===== config.mk =====
export PLATFORM = sky130hd
export DESIGN_NAME = ram_rd_streamer
export DESIGN_NICKNAME = d
export VERILOG_FILES = /design/src/rtl/ram_rd_streamer.sv
export SDC_FILE = /design/constraint.sdc
export NUM_CORES = 1
export LEC_CHECK = 0
export ABC_CLOCK_PERIOD_IN_PS = 11800
export CORE_MARGIN = 2
export CORE_UTILIZATION = 41
export DETAILED_ROUTE_END_ITERATION = 7
export GPL_TIMING_DRIVEN = 0
export PLACE_DENSITY = 0.67
export SETUP_SLACK_MARGIN = 0.3
export SLEW_MARGIN = 20
export SYNTH_ARGS = -nofsm -noshare
export SYNTH_HDL_FRONTEND = slang
export SYNTH_SLANG_ARGS = --single-unit

===== constraint.sdc =====
create_clock -name clk -period 11.8 [get_ports clk]
set_input_delay 2.36 -clock clk [delete_from_list [all_inputs] [get_ports clk]]
set_output_delay 2.36 -clock clk [all_outputs]
set_load 0.005 [all_outputs]

===== src/rtl/ram_rd_streamer.sv =====
// Streams a block of consecutive RAM words out as a valid/ready stream with a last marker.
// Optional macro RDS_STALL_CNT_EN adds a saturating stall_cnt output.
module ram_rd_streamer #(
    parameter int DATA_WIDTH = 32,
    parameter int ADDR_WIDTH = 10,
    parameter int RD_LATENCY = 3,
    parameter int FIFO_DEPTH = 4
) (
    input  logic                  clk,
    input  logic                  rst,
    input  logic                  start,
    input  logic [ADDR_WIDTH-1:0] base_addr,
    input  logic [ADDR_WIDTH:0]   length,
    output logic                  busy,
    output logic                  done,
    output logic [ADDR_WIDTH-1:0] ram_addrb,
    output logic                  ram_renb,
    input  logic [DATA_WIDTH-1:0] ram_doutb,
    output logic [DATA_WIDTH-1:0] m_data,
    output logic                  m_valid,
    input  logic                  m_ready,
    output logic                  m_last
`ifdef RDS_STALL_CNT_EN
    ,
    output logic [15:0]           stall_cnt
`endif
);

    localparam int PW = $clog2(FIFO_DEPTH);
    localparam int CW = PW + 1;
    localparam int SW = $clog2(FIFO_DEPTH + RD_LATENCY + 1) + 1;

    typedef enum logic [1:0] {S_IDLE, S_RUN, S_DRAIN} state_t;

    state_t                  r_state;
    state_t                  w_state_nxt;
    logic [ADDR_WIDTH-1:0]   r_addr;
    logic [ADDR_WIDTH-1:0]   r_addrb_hold;
    logic [ADDR_WIDTH:0]     r_remaining;
    logic [RD_LATENCY-1:0]   r_tag;
    logic [RD_LATENCY-1:0]   r_tag_last;
    logic [DATA_WIDTH-1:0]   r_mem_data [FIFO_DEPTH];
    logic                    r_mem_last [FIFO_DEPTH];
    logic [PW-1:0]           r_wr_ptr;
    logic [PW-1:0]           r_rd_ptr;
    logic [CW-1:0]           r_count;
    logic [DATA_WIDTH-1:0]   r_m_data;
    logic                    r_m_valid;
    logic                    r_m_last;
    logic                    r_done;

    logic                    w_renb;
    logic                    w_accept;
    logic                    w_push;
    logic                    w_push_last;
    logic                    w_pop;
    logic                    w_issue;
    logic                    w_issue_last;
    logic                    w_done_nxt;
    logic [SW-1:0]           w_inflight;
    logic [SW-1:0]           w_occ;
    logic [PW-1:0]           w_rd_nxt;
    logic [CW-1:0]           w_count_nxt;
    logic [DATA_WIDTH-1:0]   w_head_data;
    logic                    w_head_last;

    assign w_renb      = (r_state != S_IDLE);
    assign w_accept    = (r_state == S_IDLE) && start;
    assign w_push      = w_renb && r_tag[RD_LATENCY-1];
    assign w_push_last = r_tag_last[RD_LATENCY-1];
    assign w_pop       = r_m_valid && m_ready;

    // Credit check: occupancy is taken net of this cycle's pop so a steadily
    // drained stream sustains one read per cycle.
    always_comb begin
        w_inflight = '0;
        for (int i = 0; i < RD_LATENCY; i++) begin
            w_inflight = w_inflight + SW'(r_tag[i]);
        end
        w_occ        = SW'(r_count) - SW'(w_pop);
        w_issue      = (r_state == S_RUN) && ((w_inflight + w_occ) < SW'(FIFO_DEPTH));
        w_issue_last = w_issue && (r_remaining == (ADDR_WIDTH + 1)'(1));
    end

    assign ram_addrb = w_issue ? r_addr : r_addrb_hold;
    assign ram_renb  = w_renb;

    always_comb begin
        w_state_nxt = r_state;
        w_done_nxt  = 1'b0;
        case (r_state)
            S_IDLE: begin
                if (start && (length != '0)) begin
                    w_state_nxt = S_RUN;
                end else if (start) begin
                    w_done_nxt = 1'b1;
                end
            end
            S_RUN: begin
                if (w_issue_last) begin
                    w_state_nxt = S_DRAIN;
                end
            end
            S_DRAIN: begin
                if (w_pop && r_m_last) begin
                    w_state_nxt = S_IDLE;
                    w_done_nxt  = 1'b1;
                end
            end
            default: w_state_nxt = S_IDLE;
        endcase
    end

    // Next FIFO head; a push into an emptying FIFO bypasses straight to the output.
    always_comb begin
        w_rd_nxt    = w_pop ? (r_rd_ptr + PW'(1)) : r_rd_ptr;
        w_count_nxt = r_count + CW'(w_push) - CW'(w_pop);
        if (w_push && (r_wr_ptr == w_rd_nxt)) begin
            w_head_data = ram_doutb;
            w_head_last = w_push_last;
        end else begin
            w_head_data = r_mem_data[w_rd_nxt];
            w_head_last = r_mem_last[w_rd_nxt];
        end
    end

    always_ff @(posedge clk or negedge rst) begin
        if (!rst) begin
            r_state      <= S_IDLE;
            r_done       <= 1'b0;
            r_addr       <= '0;
            r_addrb_hold <= '0;
            r_remaining  <= '0;
            r_tag        <= '0;
            r_tag_last   <= '0;
            r_wr_ptr     <= '0;
            r_rd_ptr     <= '0;
            r_count      <= '0;
            r_m_valid    <= 1'b0;
            r_m_data     <= '0;
            r_m_last     <= 1'b0;
        end else begin
            r_state <= w_state_nxt;
            r_done  <= w_done_nxt;
            if (w_accept) begin
                r_addr      <= base_addr;
                r_remaining <= length;
            end else if (w_issue) begin
                r_addr       <= r_addr + ADDR_WIDTH'(1);
                r_remaining  <= r_remaining - (ADDR_WIDTH + 1)'(1);
                r_addrb_hold <= r_addr;
            end
            if (w_renb) begin
                r_tag      <= (r_tag << 1) | RD_LATENCY'(w_issue);
                r_tag_last <= (r_tag_last << 1) | RD_LATENCY'(w_issue_last);
            end
            if (w_push) begin
                r_wr_ptr <= r_wr_ptr + PW'(1);
            end
            r_rd_ptr  <= w_rd_nxt;
            r_count   <= w_count_nxt;
            r_m_valid <= (w_count_nxt != '0);
            r_m_data  <= w_head_data;
            r_m_last  <= w_head_last;
        end
    end

    always_ff @(posedge clk) begin
        if (w_push) begin
            r_mem_data[r_wr_ptr] <= ram_doutb;
            r_mem_last[r_wr_ptr] <= w_push_last;
        end
    end

    assert property (@(posedge clk) disable iff (!rst)
        !(w_push && !w_pop && (r_count == CW'(FIFO_DEPTH))));

    assign busy    = w_renb;
    assign done    = r_done;
    assign m_data  = r_m_data;
    assign m_valid = r_m_valid;
    assign m_last  = r_m_last;

`ifdef RDS_STALL_CNT_EN
    logic [15:0] r_stall_cnt;

    always_ff @(posedge clk or negedge rst) begin
        if (!rst) begin
            r_stall_cnt <= '0;
        end else if (w_accept) begin
            r_stall_cnt <= '0;
        end else if (r_m_valid && !m_ready && (r_stall_cnt != 16'hFFFF)) begin
            r_stall_cnt <= r_stall_cnt + 16'd1;
        end
    end

    assign stall_cnt = r_stall_cnt;
`endif

endmodule


==> impl_metrics.tcl <==
set metrics [dict create \
    status "finished clean" \
    syn-num-nets 604 \
    core_area_mm2 0.02089 \
    finalHoldViolCount 0 \
    stdcell_count 956 \
    grt_max_degree 47 \
    p_leak_nw 4.093 \
    final_net_count 736 \
    synth-seq-cells 213 \
    critPathKind "in2out" \
    critPathRequiredTime_ps 9440 \
    ctsResizeCount 0 \
    peakVddDrop_mv 0.1313 \
    holdCritStartpoint "r_addrb_hold[6]" \
    crit_path_end_kind "output pin" \
    die_h_um 149.5 \
    whs_ps 469.7 \
    synth_flop_cell "edfxtp_1" \
    finish.instance_area_mm2 0.01093 \
    drc 0 \
    grt_pass1_vias 5264 \
    drtIter0Drc 282 \
    final.setup.worst_slack_ps 3598 \
    cts_tree "yes" \
    yosys.cell_types.count 58 \
    num_rows 53 \
    yosys_warnings 0 \
    synth_area_mm2 0.008685 \
    wl_um 18020 \
    synth_edf_count 132 \
    n_antenna_cell 0 \
    routed_via_density 5.254 \
    tns_ps 0 \
    gr-total-overflow 0 \
    ant_nets 0 \
    cp.arrival_ps 5840 \
    finClkSkew_ps 11.26 \
    utilization 0.5235 \
    ys_seq_area_frac 0.6898 \
    drive_above_1_share 0.2026 \
    syn_inst 533 \
    placedCellCount 916 \
    synth-async-reset-ratio 0.3803 \
    die-width_um 149.5 \
    wl_per_cell_um 18.85 \
    dp_slack_ps 3613 \
    rr_worst_depth 12 \
    ios 104 \
    dp_hpwl_um 11780 \
    track_usage 0.1650 \
    cts_buffer_depth 3 \
    min_path_type "reg2reg" \
    drv_slew 0 \
    whs_endpoint "r_addrb_hold[6]" \
    numCtsBuffers 22 \
    r2r-start "m_valid" \
    avgSynthCellArea_um2 16.29 \
    finalCriticalPeriod_ps 8202 \
    rsz0062_at_grt "false" \
    tightest_slew_ps 583.8 \
    setup_viol 0 \
    nFillCells 1731 \
    min_period_over_period 0.6951 \
    grt_first_pass_wirelength_um 28900 \
    dpl_cell_area_mm2 0.01017 \
    clk_pin_slew_worst_paths_ps 60 \
    maxCapViolCount 0 \
    worstSkewPairLatency_ps 510 \
    start_kind "input pin" \
    root_buffer "clkbuf_16" \
    relSlewSlack 0.6072 \
    via_count 5023 \
    cts_hold_buffers 0 \
    gp_congestion 0.8692 \
    p_total_mw 2.921 \
    htree_levels 1 \
    numPortBuffers 103 \
    post_cts_buffers 0 \
    r2r_end "r_remaining[9]" \
    firstDrtPassIters 5 \
    initial_utilization 0.4158 \
    hold_depth 2 \
    regToRegSetupSlack_ps 8700 \
    p_per_area_mw_per_mm2 267.1 \
    syn2layout_area_growth_pct 25.90 \
    dieArea_mm2 0.02236 \
    antenna_found_initial 0 \
    cp_max_fo 10 \
    fmax_ghz 0.1219 \
    cts_sinks 213 \
]
[cell families after synthesis]
group / share of synthesized area
DFF: 0.6898
and+or+nand+nor: 0.07910
muxes: 0.1321
AOI/OAI and AO/OA: 0.04394
buffers and inverters: 0.02204
adders and majority gates: 0.02190
xor gates and xnor gates: 0.01109
[Yosys cell counts (4+ instances only)]
cell | instances | area share
a221o_1 | 5 | 0.0058
nor2_1 | 19 | 0.0082
buf_6 | 6 | 0.0078
edfxtp_1 | 132 | 0.46
a21oi_1 | 5 | 0.0029
o22ai_1 | 4 | 0.0029
nand4_1 | 4 | 0.0029
o21ai_0 | 16 | 0.0092
nor4_1 | 5 | 0.0036
ha_1 | 12 | 0.017
nor3_1 | 8 | 0.0046
dfrtp_1 | 81 | 0.23
mux2_2 | 34 | 0.044
and3_1 | 7 | 0.0050
xnor2_1 | 5 | 0.0050
and2_1 | 5 | 0.0036
buf_2 | 9 | 0.0052
or3_1 | 4 | 0.0029
mux4_2 | 30 | 0.078
nand2_1 | 72 | 0.031
inv_1 | 12 | 0.0052
nand3_1 | 6 | 0.0035
[layer usage]
metal / wire [um] / global-route usage / part of all wire
met4: 295 / 0.03286 / 0.016
met1: 7901 / 0.2253 / 0.44
met5: 0 / 0 / 0
met3: 1014 / 0.03201 / 0.056
met2: 8809 / 0.2778 / 0.49
[critical path, cell delays in order]
cell and delay, ps:
clkdlybuf4s50_1 410, and2_1 150, buf_6 140, nand2b_1 100, nand2_1 70, fa_1 360
ha_1 290, a31o_4 240, or4_4 490, nand2_1 100, buf_4 200, buf_4 210
nand2_1 80, nand2_1 110, clkdlybuf4s50_1 510
[worst max-delay path by stage]
stage | from | to | slack (ps) | cells after the start
2_1_floorplan | m_ready | ram_addrb[3] | 4800 | 13
3_3_place_gp | m_ready | ram_addrb[5] | 3640 | 15
3_5_place_dp | m_ready | ram_addrb[5] | 3610 | 15
4_1_cts | m_ready | ram_addrb[5] | 3600 | 15
5_1_grt | m_ready | ram_addrb[5] | 3440 | 15
6_report | m_ready | ram_addrb[5] | 3600 | 15
[cell usage in the layout (no fill, tap or decap), types with 4 or more instances in the layout]
master,Yosys,routed
edfxtp_1,132,132
clkdlybuf4s50_1,0,102
dfrtp_1,81,81
nand2_1,72,72
mux2_2,34,34
mux4_2,30,30
clkbuf_16,0,22
nor2_1,19,19
o21ai_0,16,16
inv_1,12,12
ha_1,12,12
buf_2,9,9
nor3_1,8,8
buf_6,6,6
nand3_1,6,6
clkbuf_1,3,5
and2_1,5,5
nor4_1,5,5
xnor2_1,5,5
a21oi_1,5,5
a221o_1,5,5
clkinv_2,0,5
nand4_1,4,4
buf_4,3,4
and3_2,0,4
or3_1,4,4
o22ai_1,4,4
bufinv_16,0,4
buf_12,0,4
[where the power goes]
part           switching, mW  internal (mW)  leakage [nW]
combinational          0.521          0.606          1.56
clock                  0.286          0.439         0.372
sequential            0.0994          0.969          2.16
[sequential cells by signal, indices dropped and copies added (netlist names), 2 cells and up]
signal        count
r_mem_data      128
m_data           32
r_remaining      11
r_addr           10
r_addrb_hold     10
r_mem_last        4
r_count           3
r_tag             3
r_tag_last        3
r_rd_ptr          2
r_state           2
r_wr_ptr          2
[layout make-up]
class | instances | area, um2 | area share
sequential | 213 | 5991 | 0.5479
multi-input combinational | 287 | 2507 | 0.2293
timing repair buffer | 108 | 1136 | 0.1039
clock buffer | 25 | 571.8 | 0.05229
tap | 275 | 344.1 | 0.03147
clock inverter | 15 | 192.7 | 0.01762
buffer | 21 | 146.4 | 0.01339
inverter | 12 | 45.04 | 0.004119
No activity file was read; power rests on OpenSTA's default activity.
